## src/rtl/earom_ctrl_if.sv

```systemverilog
// Host-side request/acknowledge port used by the hiscore loader/saver to reach
// the EAROM array between CPU operations.
interface earom_ctrl_if #(
  parameter int ADDR_W = 6
);
  logic              host_req;
  logic              host_we;
  logic [ADDR_W-1:0] host_a;
  logic [7:0]        host_d;
  logic [7:0]        host_q;
  logic              host_ack;

  modport master (
    output host_req, host_we, host_a, host_d,
    input  host_q, host_ack
  );

  modport slave (
    input  host_req, host_we, host_a, host_d,
    output host_q, host_ack
  );
endinterface

```

## src/rtl/earom_ctrl.sv

```systemverilog
// CPU/host sequencer for the high-score EAROM: turns control-register writes and
// host requests into single-cycle array commands, models busy time, returns reads.
module earom_ctrl #(
  parameter int ADDR_W      = 6,
  parameter int BUSY_CYCLES = 16,
  parameter int BUSY_W      = 5
) (
  input  logic              clk,
  input  logic              reset,
  input  logic              cpu_addr_wr,
  input  logic [ADDR_W-1:0] cpu_a,
  input  logic [7:0]        cpu_d,
  input  logic              cpu_ctrl_wr,
  input  logic [3:0]        cpu_ctrl,
  output logic [7:0]        cpu_rd_data,
  output logic              busy,
  earom_ctrl_if.slave       host,
  output logic [ADDR_W-1:0] ram_a,
  output logic [7:0]        ram_din,
  output logic              ram_c1,
  output logic              ram_c2,
  output logic              ram_cs1,
  output logic              ram_rclk,
  input  logic [7:0]        ram_dout
);

  typedef enum logic [2:0] {S_IDLE, S_CMD, S_BUSYW, S_RD, S_RDCAP} state_t;

  state_t            r_state, w_state_next;
  logic [ADDR_W-1:0] r_lat_a;
  logic [7:0]        r_lat_d;
  logic              r_eclk_prev;
  logic [ADDR_W-1:0] r_op_a, w_op_a_next;
  logic [7:0]        r_op_d, w_op_d_next;
  logic              r_op_erase, w_op_erase_next;
  logic              r_op_host, w_op_host_next;
  logic [BUSY_W-1:0] r_cnt, w_cnt_next;

  logic [ADDR_W-1:0] r_ram_a, w_ram_a_next;
  logic [7:0]        r_ram_din, w_ram_din_next;
  logic              r_ram_c1, w_ram_c1_next;
  logic              r_ram_c2, w_ram_c2_next;
  logic              r_ram_cs1, w_ram_cs1_next;
  logic              r_ram_rclk, w_ram_rclk_next;
  logic [7:0]        r_cpu_rd, w_cpu_rd_next;
  logic [7:0]        r_host_q, w_host_q_next;
  logic              r_host_ack, w_host_ack_next;

  logic [ADDR_W-1:0] w_eff_a;
  logic [7:0]        w_eff_d;
  logic [1:0]        w_cpu_op;
  logic              w_trig;
  logic              w_host_go;

  // A same-cycle address write is visible to the trigger it accompanies.
  assign w_eff_a  = cpu_addr_wr ? cpu_a : r_lat_a;
  assign w_eff_d  = cpu_addr_wr ? cpu_d : r_lat_d;
  assign w_cpu_op = cpu_ctrl[2:1];
  assign w_trig   = cpu_ctrl_wr & cpu_ctrl[0] & ~r_eclk_prev & cpu_ctrl[3] & (w_cpu_op != 2'b11);
  // Ignoring host_req during the ack cycle prevents a stale request from re-issuing.
  assign w_host_go = host.host_req & ~r_host_ack;

  always_comb begin
    w_state_next    = r_state;
    w_op_a_next     = r_op_a;
    w_op_d_next     = r_op_d;
    w_op_erase_next = r_op_erase;
    w_op_host_next  = r_op_host;
    w_cnt_next      = r_cnt;
    w_ram_a_next    = r_ram_a;
    w_ram_din_next  = r_ram_din;
    w_ram_c1_next   = 1'b1;
    w_ram_c2_next   = 1'b1;
    w_ram_cs1_next  = 1'b0;
    w_ram_rclk_next = 1'b0;
    w_cpu_rd_next   = r_cpu_rd;
    w_host_q_next   = r_host_q;
    w_host_ack_next = 1'b0;

    case (r_state)
      S_IDLE: begin
        if (w_trig) begin
          w_op_a_next     = w_eff_a;
          w_op_d_next     = w_eff_d;
          w_op_host_next  = 1'b0;
          w_op_erase_next = w_cpu_op[0];
          w_state_next    = w_cpu_op[1] ? S_RD : S_CMD;
        end else if (w_host_go) begin
          w_op_a_next     = host.host_a;
          w_op_d_next     = host.host_d;
          w_op_host_next  = 1'b1;
          w_op_erase_next = 1'b0;
          w_state_next    = host.host_we ? S_CMD : S_RD;
        end
      end
      S_CMD: begin
        w_state_next = S_BUSYW;
        w_cnt_next   = BUSY_W'(BUSY_CYCLES - 1);
      end
      S_BUSYW: begin
        if (r_cnt == '0) begin
          w_state_next = S_IDLE;
        end else begin
          w_cnt_next = r_cnt - BUSY_W'(1);
        end
      end
      S_RD: begin
        w_state_next = S_RDCAP;
      end
      S_RDCAP: begin
        w_state_next = S_IDLE;
        if (r_op_host) begin
          w_host_q_next   = ram_dout;
          w_host_ack_next = 1'b1;
        end else begin
          w_cpu_rd_next = ram_dout;
        end
      end
      default: w_state_next = S_IDLE;
    endcase

    // Array outputs are registered from the next state so they line up with it.
    if (w_state_next == S_CMD) begin
      w_ram_cs1_next = 1'b1;
      w_ram_c1_next  = 1'b0;
      w_ram_c2_next  = w_op_erase_next;
      w_ram_a_next   = w_op_a_next;
      w_ram_din_next = w_op_d_next;
    end else if (w_state_next == S_RD) begin
      w_ram_cs1_next  = 1'b1;
      w_ram_c1_next   = 1'b1;
      w_ram_c2_next   = 1'b0;
      w_ram_rclk_next = 1'b1;
      w_ram_a_next    = w_op_a_next;
    end

    if (w_op_host_next && (w_state_next == S_BUSYW) && (w_cnt_next == '0)) begin
      w_host_ack_next = 1'b1;
    end
  end

  always_ff @(posedge clk) begin
    if (reset) begin
      r_state     <= S_IDLE;
      r_lat_a     <= '0;
      r_lat_d     <= '0;
      r_eclk_prev <= 1'b0;
      r_op_a      <= '0;
      r_op_d      <= '0;
      r_op_erase  <= 1'b0;
      r_op_host   <= 1'b0;
      r_cnt       <= '0;
      r_ram_a     <= '0;
      r_ram_din   <= '0;
      r_ram_c1    <= 1'b1;
      r_ram_c2    <= 1'b1;
      r_ram_cs1   <= 1'b0;
      r_ram_rclk  <= 1'b0;
      r_cpu_rd    <= '0;
      r_host_q    <= '0;
      r_host_ack  <= 1'b0;
    end else begin
      r_state    <= w_state_next;
      r_op_a     <= w_op_a_next;
      r_op_d     <= w_op_d_next;
      r_op_erase <= w_op_erase_next;
      r_op_host  <= w_op_host_next;
      r_cnt      <= w_cnt_next;
      r_ram_a    <= w_ram_a_next;
      r_ram_din  <= w_ram_din_next;
      r_ram_c1   <= w_ram_c1_next;
      r_ram_c2   <= w_ram_c2_next;
      r_ram_cs1  <= w_ram_cs1_next;
      r_ram_rclk <= w_ram_rclk_next;
      r_cpu_rd   <= w_cpu_rd_next;
      r_host_q   <= w_host_q_next;
      r_host_ack <= w_host_ack_next;
      if (cpu_addr_wr) begin
        r_lat_a <= cpu_a;
        r_lat_d <= cpu_d;
      end
      if (cpu_ctrl_wr) begin
        r_eclk_prev <= cpu_ctrl[0];
      end
    end
  end

  assign busy          = (r_state != S_IDLE);
  assign cpu_rd_data   = r_cpu_rd;
  assign host.host_q   = r_host_q;
  assign host.host_ack = r_host_ack;
  assign ram_a         = r_ram_a;
  assign ram_din       = r_ram_din;
  assign ram_c1        = r_ram_c1;
  assign ram_c2        = r_ram_c2;
  assign ram_cs1       = r_ram_cs1;
  assign ram_rclk      = r_ram_rclk;

endmodule

```

## src/flat_wrapper.sv

```systemverilog
// flat-port wrapper written by rule: the top's interface ports become plain ports
module earom_ctrl_flat 
#(
  parameter int ADDR_W      = 6,
  parameter int BUSY_CYCLES = 16,
  parameter int BUSY_W      = 5
)
  (clk, reset, cpu_addr_wr, cpu_a, cpu_d, cpu_ctrl_wr, cpu_ctrl, cpu_rd_data, busy, ram_a, ram_din, ram_c1, ram_c2, ram_cs1, ram_rclk, ram_dout, host_host_req, host_host_we, host_host_a, host_host_d, host_host_q, host_host_ack);
  earom_ctrl_if #(.ADDR_W(ADDR_W)) host_i ();
  input  logic clk;
  input  logic reset;
  input  logic cpu_addr_wr;
  input  logic [ADDR_W-1:0] cpu_a;
  input  logic [7:0] cpu_d;
  input  logic cpu_ctrl_wr;
  input  logic [3:0] cpu_ctrl;
  output logic [7:0] cpu_rd_data;
  output logic busy;
  output logic [ADDR_W-1:0] ram_a;
  output logic [7:0] ram_din;
  output logic ram_c1;
  output logic ram_c2;
  output logic ram_cs1;
  output logic ram_rclk;
  input  logic [7:0] ram_dout;
  input wire logic [$bits(host_i.host_req)-1:0] host_host_req;
  input wire logic [$bits(host_i.host_we)-1:0] host_host_we;
  input wire logic [$bits(host_i.host_a)-1:0] host_host_a;
  input wire logic [$bits(host_i.host_d)-1:0] host_host_d;
  output wire logic [$bits(host_i.host_q)-1:0] host_host_q;
  output wire logic [$bits(host_i.host_ack)-1:0] host_host_ack;
  assign host_i.host_req = host_host_req;
  assign host_i.host_we = host_host_we;
  assign host_i.host_a = host_host_a;
  assign host_i.host_d = host_host_d;
  assign host_host_q = host_i.host_q;
  assign host_host_ack = host_i.host_ack;
  earom_ctrl #(.ADDR_W(ADDR_W), .BUSY_CYCLES(BUSY_CYCLES), .BUSY_W(BUSY_W)) u_core (.clk(clk), .reset(reset), .cpu_addr_wr(cpu_addr_wr), .cpu_a(cpu_a), .cpu_d(cpu_d), .cpu_ctrl_wr(cpu_ctrl_wr), .cpu_ctrl(cpu_ctrl), .cpu_rd_data(cpu_rd_data), .busy(busy), .host(host_i), .ram_a(ram_a), .ram_din(ram_din), .ram_c1(ram_c1), .ram_c2(ram_c2), .ram_cs1(ram_cs1), .ram_rclk(ram_rclk), .ram_dout(ram_dout));
endmodule
```

## config.mk

```make
export PLATFORM = sky130hd
export DESIGN_NAME = earom_ctrl_flat
export DESIGN_NICKNAME = d
export VERILOG_FILES = /design/src/rtl/earom_ctrl_if.sv /design/src/rtl/earom_ctrl.sv /design/src/flat_wrapper.sv
export SDC_FILE = /design/constraint.sdc
export NUM_CORES = 1
export LEC_CHECK = 0
export BUFFER_PORTS_ARGS = -buffer_cell sky130_fd_sc_hd__buf_2
export CORE_UTILIZATION = 45
export CTS_CLUSTER_DIAMETER = 200
export DETAILED_ROUTE_END_ITERATION = 10
export GPL_ROUTABILITY_DRIVEN = 0
export GPL_TIMING_DRIVEN = 0
export PLACE_DENSITY = 0.79
export SYNTH_ARGS = -nofsm -noshare
export SYNTH_HDL_FRONTEND = slang
export SYNTH_SLANG_ARGS = --single-unit
```

## constraint.sdc

```tcl
create_clock -name clk -period 3.51 [get_ports clk]
set_clock_uncertainty 0.2 [all_clocks]
set_input_delay 0.1755 -clock clk [delete_from_list [all_inputs] [get_ports clk]]
set_output_delay 0.1755 -clock clk [all_outputs]
set_load 0.02 [all_outputs]
```

* Yosys cells after proc, flatten, opt, wreduce, memory -nomap -nowiden *
Cells that the tools add are included.

operators by class
  $add $sub $neg = 1
  eq/ne operators = 8
  multiplexer cells = 32
  bitwise gates (word level) = 8
  reductions and logical operators = 10

operator list
  operator               count
  $mux W6                6
  $mux W8                4
  $mux W1                14
  $eq A3 B2 Y1 const B   4
  $pmux W3 S4            1
  $logic_not A5 Y1       2
  $pmux W5 S2            1
  $mux W3                3
  $eq A3 B1 Y1 const B   2
  $and A1 B1 Y1          5
  $mux W5                1
  $sub A5 B1 Y5 const B  1
  $mux W2                2
  $reduce_and A2 Y1      2
  $eq A3 B3 Y1 const B   1
  $logic_not A3 Y1       1
  $not A1 Y1             3
  $reduce_bool A3 Y1     1
  $logic_and A1 B1 Y1    2
  $ne A2 B2 Y1 const B   1
  $reduce_bool A2 Y1     1
  $reduce_or A2 Y1       1

storage, ports and cells
  flip-flop bits (word level) = 74
  input port bits = 46
  output and inout port bits = 36
  word-level logic and storage cells = 77

* Logic depth before layout (Yosys ltp) *
Gate-level depths: netlist of the first run.

  word-level depth = 10
  mapped depth = 8
  gate-level depth less buffers = 7

* Worst setup path after synthesis of the first run *
Ideal clock, no wire load.

  kind = flip-flop to flip-flop
  start = reg u_core.r_cnt[0]
  end = reg u_core.r_host_ack, in the netlist u_core.host.host_ack
  library setup time = 0.084 ns
  data arrival time = 1.995 ns
  data required time = 3.226 ns
  path slack = 1.231 ns
  stages on the path, launching flop included = 8
  path buffers = 0
  clock period less this slack = 2.279 ns
  cells stage by stage = dfxtp_1 inv_1 ha_1 or4b_4 mux2i_1 a21oi_1 or4_1 o31ai_2

on the way
  longest elaborated chain between the ends = 7
  elaborated cells between the ends (all ways) = 11
  those cells by class = 1 x add/sub; 1 x eq/ne; 5 x mux; 4 x reduce/logical

RTL lines
  what                                                   RTL line           source
  start, declared                                        earom_ctrl.sv:37   logic [BUSY_W-1:0] r_cnt, w_cnt_next;
  start signal, assigned                                 earom_ctrl.sv:168  r_cnt <= w_cnt_next;
  branches (longest 5 deep; another with $sub A5 B1 Y5)  --
  $logic_and A1 B1 Y1 (*)                                earom_ctrl.sv:137  if (w_op_host_next && (w_state_next == S_BUSYW) && (w_cnt_next == '0)) begin
  $mux W1 (*)                                            earom_ctrl.sv:137
  end signal, assigned                                   earom_ctrl.sv:177  r_host_ack <= w_host_ack_next;
  end, declared                                          earom_ctrl.sv:47   logic r_host_ack, w_host_ack_next;

Every way passes the cells marked *.
A chain may end at the register's enable or synchronous reset.

* Final worst setup path of the first run *
  start = in cpu_ctrl[0]
  end = reg u_core.r_ram_din[5], in the netlist u_core.ram_din[5]

on the way
  longest elaborated chain between the ends = 7
  elaborated cells between the ends (all ways) = 9
  those cells by class = 1 x eq/ne; 4 x mux; 4 x bitwise

RTL lines
  what                            RTL line            source
  start, declared                 flat_wrapper.sv:16  input logic [3:0] cpu_ctrl;
  $and A1 B1 Y1 (*) (4 in a row)  earom_ctrl.sv:59    assign w_trig = cpu_ctrl_wr & cpu_ctrl[0] & ~r_eclk_prev & cpu_ctrl[3] & (w_cpu_op != 2'b11);
  $mux W3                         earom_ctrl.sv:82    if (w_trig) begin
  $pmux W3 S4                     earom_ctrl.sv:80    case (r_state)
  $eq A3 B1 Y1                    earom_ctrl.sv:123   if (w_state_next == S_CMD) begin
  end signal, assigned            earom_ctrl.sv:170   r_ram_din <= w_ram_din_next;
  end, declared                   earom_ctrl.sv:40    logic [7:0] r_ram_din, w_ram_din_next;

Mark *: on every way between the ends. The rest lies on a longest branch, timed or not.

==> impl_metrics.json, run 1 <==
{
  "ys_ff_latch": 67,
  "slew_viol_final": 0,
  "post-route-util": 0.6195,
  "grt_pass1_wl_mm": 11.75,
  "grt_pass1_vias": 2633,
  "finalCritPeriodShare": 0.7186,
  "io_pins": 82,
  "drc": 0,
  "p_leak_uw": 0.001601,
  "min_path_type": "input port to register",
  "wl_met2_mm": 3.547,
  "top_layer": "met4",
  "slew_headroom": 0.5671,
  "coreArea_sq_um": 5956,
  "ir_worst_vdd_v": 0.0003697,
  "setup_violations": 0,
  "p_total_uw": 1832,
  "wl_met3_microns": 486,
  "pwr_density_cell_nw_per_um2": 496.5,
  "syn_inst": 324,
  "worstSkewPairLatency_ps": 340,
  "yosysTopAreaCellShare": 0.4824,
  "maxCapViolCount": 0,
  "rows": 28,
  "critPathArrivalTime_ps": 2520,
  "finalHoldViolations": 0,
  "synth_edf_count": 0,
  "numCtsBuffers": 9,
  "clkTransAtPathRegs_ps": 70,
  "routed_via_density": 5.207,
  "cts_tree": "built",
  "clock.fmax_mhz": 396.5,
  "dr.pass1.iters": 4,
  "drt_iter0_markers": 144,
  "flow.area_growth_from_synthesis_pct": 32.72,
  "cts.sinks": 67,
  "start_util": 0.4668,
  "synth_nets": 371,
  "portBuffers": 80,
  "yosysSeqAreaShare": 0.4824,
  "routed_wl_mm": 7.166,
  "tightest_slew_ps": 644.4,
  "antenna_cells": 0,
  "cts.path.max_buffers": 2,
  "ctsRootBufferMaster": "clkbuf_8",
  "min_period_ps": 2522,
  "end_kind": "register",
  "vias": 2697,
  "synth.avg_cell_area_sq_um": 8.581,
  "tns_ps": 0,
  "groute.usage.overall": 0.2365,
  "critPathRequiredTime_ps": 3500,
  "gr-total-overflow": 0,
  "crit_fanout": 10,
  "yosysTopAreaCell": "dfxtp_1",
  "path_class": "input port to register",
  "drive_gt1_frac": 0.2393,
  "fp.dieW_microns": 80.60,
  "dp_hpwl_mm": 4.974,
  "h-tree-depth": 3,
  "antenna_found_initial": 0,
  "wl_per_cell_microns": 13.83,
  "synthArstFlopShare": 0,
  "synth_flop_cell": "dfxtp_1",
  "ys_types": 44,
  "fin_ws_ps": 987.9,
  "outcome": "finished, final reports clean",
  "die_area_sq_um": 6496,
  "synth_area_sq_um": 2780,
  "post_cts_resized": 0,
  "dieHeight_microns": 80.60,
  "rsz0062_at_grt": "false",
  "ant_nets": 0,
  "wl_met1_mm": 3.093,
  "grt_max_degree": 11,
  "nNetsFinal": 488,
  "crit_path_start_kind": "input port",
  "dp_slack_ps": 1080,
  "finalNonFillerCells": 518,
  "yosys_warnings": 0,
  "dp_cells": 479,
  "synth.top_cells.by_area": "dfxtp_1 (48%), a21oi_1 (7.0%), mux2i_1 (5.8%), nor2_1 (5.5%), nand2_1 (5.4%)"
}
[flip-flops by register name, indices dropped and copies added (netlist names)]
signal / cells
u_core.r_cnt: 5
u_core.ram_rclk: 1
u_core.host.host_q: 8
u_core.ram_c1: 1
u_core.ram_a: 6
u_core.ram_cs1: 1
u_core.ram_din: 8
u_core.cpu_rd_data: 8
u_core.r_eclk_prev: 1
u_core.r_state: 3
u_core.r_lat_d: 8
u_core.host.host_ack: 1
u_core.ram_c2: 1
u_core.r_op_host: 1
u_core.r_op_d: 8
u_core.r_lat_a: 6
[logic make-up after synthesis]
logic type,synth area share
AOI/OAI and AO/OA,0.1935
adders and majority gates,0.004500
muxes,0.05760
DFF,0.4824
buffers and inverters,0.04995
and+or+nand+nor,0.2057
xor gates and xnor gates,0.006302
[worst max-delay path, cell delays in order]
cell           delay (ps)
dlygate4sd3_1         520
buf_2                 100
and4b_1               160
buf_2                 210
and2_1                150
clkbuf_1              300
clkbuf_1              410
a21oi_1               160
o22ai_1               210
a211oi_1              100
[metal layers]
layer  vias up  track usage
li1       1365            -
met5         -            0
met2       111       0.4195
met3         5      0.07159
met4         0      0.06429
met1      1216       0.2725
[area by class of cell]
cell class | count | area (sq um)
Buffer | 27 | 116.4
Clock buffer | 10 | 137.6
Clock inverter | 3 | 17.52
Fill cell | 539 | 2266
Inverter | 6 | 22.52
Multi-Input combinational cell | 224 | 1300
Sequential cell | 67 | 1341
Tap cell | 75 | 93.84
Timing Repair Buffer | 106 | 660.6
[through the flow]
stage          instance area, sq um  hold WS, ps
2_1_floorplan                  2780        81.87
3_3_place_gp                   3274        208.0
3_5_place_dp                   3274        203.2
4_1_cts                        3690        60.76
5_1_grt                        3690        74.81
6_report                       3690        77.08
[power breakdown]
part	total, uW	leakage (uW)	internal [uW]	switching, uW
Combinational	439	0.000971	187	252
Sequential	862	0.000550	827	35.2
Clock	530	0.0000799	261	269
[Yosys cell counts (2+ instances only)]
| cell | n |
|---|---|
| nor4_1 | 3 |
| nor2_1 | 41 |
| inv_1 | 5 |
| buf_2 | 6 |
| o22ai_1 | 9 |
| o31ai_1 | 7 |
| nor3_1 | 5 |
| o21a_1 | 6 |
| nand2_1 | 40 |
| o21ai_1 | 2 |
| a211oi_1 | 16 |
| nand2b_1 | 3 |
| nor2b_1 | 4 |
| clkbuf_1 | 20 |
| mux2i_1 | 16 |
| dfxtp_1 | 67 |
| a21oi_1 | 39 |
| nand3_1 | 9 |
[what timing repair did]
item / CTS / global route
setup endpoints to repair: 0 / 0
buffers inserted: 0 / 0
hold buffers: 26 / 0
endpoints found under the hold margin: 33 / 0
[cells in the final DEF, fill, tap and decap left out, types with 3 or more instances in the layout]
cell	instances
nand2b_1	3
clkbuf_8	10
dlygate4sd3_1	26
nor2b_1	4
buf_2	86
inv_1	5
mux2i_1	16
nor2_1	41
o31ai_1	7
dfxtp_1	67
nand2_1	40
clkbuf_1	20
o21a_1	6
o22ai_1	9
nor4_1	3
nand3_1	9
a21oi_1	39
a211oi_1	16
nor3_1	5
[path summary, 6_finish.rpt]
path | startpoint | end | slack [ps] | cells after the start
max reg2reg | u_core.r_cnt[0] | u_core.host.host_ack | 1060 | 7
min reg2reg | u_core.cpu_rd_data[0] | u_core.cpu_rd_data[0] | 250 | 2
max | cpu_ctrl[0] | u_core.ram_din[5] | 990 | 10
min | host_host_a[4] | u_core.ram_a[4] | 80 | 4
Power figures use the tool's default switching activity.
==> run 2, diff against run 1 <==
==> constraint.sdc (replaced) <==
create_clock -name clk -period 2.45 [get_ports clk]
set_clock_uncertainty 0.2 [all_clocks]
set_input_delay 0.1225 -clock clk [delete_from_list [all_inputs] [get_ports clk]]
set_output_delay 0.1225 -clock clk [all_outputs]
set_load 0.02 [all_outputs]
==> impl_metrics.json, run 2 (synthesis results as in run 1) <==
{
  "fin_ws_ps": 140.7,
  "die_area_sq_um": 6496,
  "finalCritPeriodShare": 0.9426,
  "finalHoldViolations": 0,
  "worstSkewPairLatency_ps": 330,
  "numCtsBuffers": 9,
  "min_path_type": "input port to register",
  "grt_pass1_wl_mm": 11.75,
  "groute.usage.overall": 0.2365,
  "dp_slack_ps": 19.70,
  "ant_nets": 0,
  "outcome": "finished, final reports clean",
  "routed_via_density": 5.181,
  "h-tree-depth": 3,
  "setup_violations": 0,
  "coreArea_sq_um": 5956,
  "portBuffers": 80,
  "crit_fanout": 6,
  "rsz0062_at_grt": "false",
  "p_leak_uw": 0.001613,
  "clock.fmax_mhz": 433.0,
  "rows": 28,
  "pwr_density_cell_nw_per_um2": 711.4,
  "gr-total-overflow": 0,
  "dieHeight_microns": 80.60,
  "slew_headroom": 0.6224,
  "critPathRequiredTime_ps": 2500,
  "place_area_sq_um": 3274,
  "post-route-util": 0.6242,
  "grt_pass1_vias": 2633,
  "antenna_found_initial": 0,
  "r2r_cells": 7,
  "critPathArrivalTime_ps": 2360,
  "dr.pass1.iters": 4,
  "antenna_cells": 0,
  "min_period_ps": 2309,
  "wl_per_cell_microns": 13.75,
  "final_cell_mix": "buf_2 (85), dfxtp_1 (66), nor2_1 (41)",
  "ir_worst_vdd_v": 0.0005270,
  "tns_ps": 0,
  "drc": 0,
  "slew_viol_final": 0,
  "start_util": 0.4668,
  "flow.area_growth_from_synthesis_pct": 33.71,
  "ctsRootBufferMaster": "clkbuf_8",
  "crit_path_start_kind": "register",
  "drive_gt1_frac": 0.2551,
  "tightest_slew_ps": 566.4,
  "maxCapViolCount": 0,
  "grt_max_degree": 11,
  "fp.dieW_microns": 80.60,
  "final_common_cell": "buf_2",
  "cts.sinks": 67,
  "end_kind": "register",
  "path_class": "register to register",
  "dp_hpwl_mm": 4.974,
  "drt_iter0_markers": 135,
  "p_total_uw": 2644,
  "routed_wl_mm": 7.124,
  "io_pins": 82,
  "holdPathStages": 4,
  "vias": 2684,
  "cts.path.max_buffers": 2,
  "nNetsFinal": 488,
  "clkTransAtPathRegs_ps": 70,
  "cts_tree": "built",
  "fin_area_sq_um": 3717
}
run 2: power by group:
part / switching (uW) / leakage [uW] / internal (uW)
clock network: 382 / 0.0000799 / 374
logic: 366 / 0.000983 / 285
registers: 50.7 / 0.000550 / 1190
run 2: repair_timing:
action | in CTS | in global routing
buffers inserted | 0 | 2
hold endpoints to repair | 33 | 0
gates resized for setup | 0 | 9
endpoints found under the setup margin | 0 | 21
hold buffers | 26 | 0
run 2: worst max-delay path, cell delays in order (launching register included):
cell     delay (ps)
dfxtp_2         350
inv_2            70
ha_4            160
or4b_4          460
mux2i_1         130
a21oi_1          90
or4_1           540
o31ai_2         210
run 2: area by class of cell:
class | instances | area [sq um]
plain buffers | 25 | 110.1
multi-input cells | 224 | 1318
clock buffers | 10 | 137.6
inverters | 6 | 22.52
repair buffers | 108 | 675.6
well taps | 75 | 93.84
flip-flops and latches | 67 | 1343
clock inverters | 3 | 17.52
fillers | 534 | 2238
run 2: worst paths after layout:
kind	startpoint	to	slack, ps
hold / removal	host_host_a[0]	u_core.ram_a[0]	20
setup reg to reg	u_core.r_cnt[0]	u_core.host.host_ack	140
hold reg to reg	u_core.cpu_rd_data[0]	u_core.cpu_rd_data[0]	250
setup / recovery	u_core.r_cnt[0]	u_core.host.host_ack	140
run 2: per-layer routing:
metal	global-route usage	share of wire
met1	0.2725	0.43
met2	0.4195	0.49
met3	0.07159	0.070
met4	0.06429	0.010
met5	0	0
run 2: stage by stage:
stage          std cells  hold WS (ps)
3_3_place_gp         479         155.0
2_1_floorplan        324         28.87
4_1_cts              518         7.761
5_1_grt              518         21.78
3_5_place_dp         479         150.2
6_report             518         22.34
==> run 3, diff against run 2 <==
--- a/config.mk
+++ b/config.mk
@@ -7,11 +7,13 @@
 export LEC_CHECK = 0
 export BUFFER_PORTS_ARGS = -buffer_cell sky130_fd_sc_hd__buf_2
 export CORE_UTILIZATION = 45
+export CTS_BUF_LIST = sky130_fd_sc_hd__clkbuf_16
 export CTS_CLUSTER_DIAMETER = 200
 export DETAILED_ROUTE_END_ITERATION = 10
 export GPL_ROUTABILITY_DRIVEN = 0
 export GPL_TIMING_DRIVEN = 0
 export PLACE_DENSITY = 0.79
+export RECOVER_POWER = 100
 export SYNTH_ARGS = -nofsm -noshare
 export SYNTH_HDL_FRONTEND = slang
 export SYNTH_SLANG_ARGS = --single-unit
==> impl_metrics.json, run 3 (synthesis results as in run 1) <==
{
  "holdCritStartpoint": "host_host_a[4]",
  "slew_headroom": 0.6346,
  "dr.pass1.iters": 4,
  "rrSetupSlack_ps": 140,
  "fp.dieW_microns": 80.60,
  "crit_path_start_kind": "register",
  "hold_slack_ps": 38.61,
  "tightest_slew_ps": 548.1,
  "ant_nets": 0,
  "end_kind": "register",
  "r2r_cells": 7,
  "drc": 0,
  "vias": 2690,
  "slew_viol_final": 0,
  "ctsRootBufferMaster": "clkbuf_16",
  "gr-total-overflow": 0,
  "antenna_cells": 0,
  "grt_max_degree": 11,
  "numCtsBuffers": 9,
  "grt_pass1_wl_mm": 11.92,
  "antenna_found_initial": 0,
  "place_area_sq_um": 3274,
  "cts_tree": "built",
  "groute.usage.overall": 0.2427,
  "fin_ws_ps": 141.5,
  "dp_hpwl_mm": 4.974,
  "holdPathStages": 4,
  "portBuffers": 80,
  "critPathRequiredTime_ps": 2490,
  "dieHeight_microns": 80.60,
  "final_cell_mix": "dfxtp_1 (66), clkbuf_1 (55), buf_2 (48)",
  "dp_slack_ps": 19.70,
  "fin_area_sq_um": 3756,
  "finalCritPeriodShare": 0.9422,
  "grt_pass1_vias": 2673,
  "final_common_cell": "dfxtp_1",
  "ir_worst_vdd_v": 0.0004942,
  "rsz0062_at_grt": "false",
  "cp.buffers_inverters": 1,
  "flow.area_growth_from_synthesis_pct": 35.10,
  "cts.sinks": 67,
  "h-tree-depth": 3,
  "io_pins": 82,
  "coreArea_sq_um": 5956,
  "rows": 28,
  "drive_gt1_frac": 0.1667,
  "r2r_end": "u_core.host.host_ack",
  "routed_wl_mm": 7.293,
  "drt_iter0_markers": 132,
  "path_cells": "inv_2 > ha_4 > or4b_4 > mux2i_1 > a21oi_1 > or4_1 > o31ai_2",
  "min_to": "u_core.ram_a[4]",
  "path_class": "register to register",
  "r2r-start": "u_core.r_cnt[0]",
  "maxCapViolCount": 0,
  "finalHoldViolations": 0,
  "crit_fanout": 6,
  "outcome": "finished, final reports clean",
  "crit_family": "simple AND/OR/NAND/NOR gates",
  "wl_per_cell_microns": 14.05,
  "post-route-util": 0.6307,
  "worstSkewPairLatency_ps": 330,
  "clock.fmax_mhz": 433.2,
  "clkTransAtPathRegs_ps": 50,
  "min_period_ps": 2308,
  "critPathSlowestCell": "or4_1",
  "start_util": 0.4668,
  "nNetsFinal": 489,
  "critPathArrivalTime_ps": 2350,
  "pwr_density_cell_nw_per_um2": 790.5,
  "slowest_delay_ps": 540,
  "cts.path.max_buffers": 2,
  "routed_via_density": 5.183,
  "min_path_type": "input port to register",
  "setup_violations": 0,
  "p_leak_uw": 0.001506,
  "tns_ps": 0,
  "die_area_sq_um": 6496
}
-- run 3: where the power goes --
part	total [uW]	internal (uW)	switching [uW]
Combinational	640	272	368
Clock	1090	658	432
Sequential	1240	1190	51.6
Total	2970	2120	851
-- run 3: stage by stage --
| stage | cells | power (uW) |
|---|---|---|
| finish | 519 | 2969 |
| global route | 519 | 3112 |
| CTS | 518 | 2972 |
| detailed placement | 479 | 1847 |
| global placement | 479 | 1831 |
| floorplan | 324 | 1674 |
-- run 3: layout make-up --
class                   count  area (sq um)
fillers                   540          2200
flip-flops and latches     67          1343
multi-input cells         224          1308
repair buffers            109         634.4
clock buffers               9         225.2
plain buffers              25         108.9
well taps                  75         93.84
inverters                   6         22.52
clock inverters             4         21.27
-- run 3: worst max-delay path by stage --
stage                           end  depth (start not counted)            start  slack [ps]
6_report       u_core.host.host_ack                          7  u_core.r_cnt[0]         140
4_1_cts        u_core.host.host_ack                          7  u_core.r_cnt[0]           8
3_3_place_gp   u_core.host.host_ack                          7  u_core.r_cnt[0]          60
3_5_place_dp   u_core.host.host_ack                          7  u_core.r_cnt[0]          20
5_1_grt           u_core.ram_din[5]                          9      cpu_ctrl[0]          20
2_1_floorplan  u_core.host.host_ack                          7  u_core.r_cnt[0]         170
-- run 3: repair_timing --
action                                 CTS  global route
setup endpoints to repair                0            21
hold buffers                            26             0
resized for setup                        0            10
setup buffers                            0             3
endpoints found under the hold margin   33             0
-- run 3: layer usage --
metal | wire, microns | part of all wire | track usage | up-vias
met1 | 3153 | 0.43 | 0.2751 | 1213
met5 | 0 | 0 | 0 | -
li1 | - | - | - | 1372
met3 | 475 | 0.065 | 0.07500 | 8
met2 | 3584 | 0.49 | 0.4288 | 97
met4 | 79 | 0.011 | 0.07857 | 0
-- run 3: worst min-delay path, cell delays in order --
cell and delay, ps:
buf_2 80, o31ai_1 80, a21oi_1 140, o21a_1 120
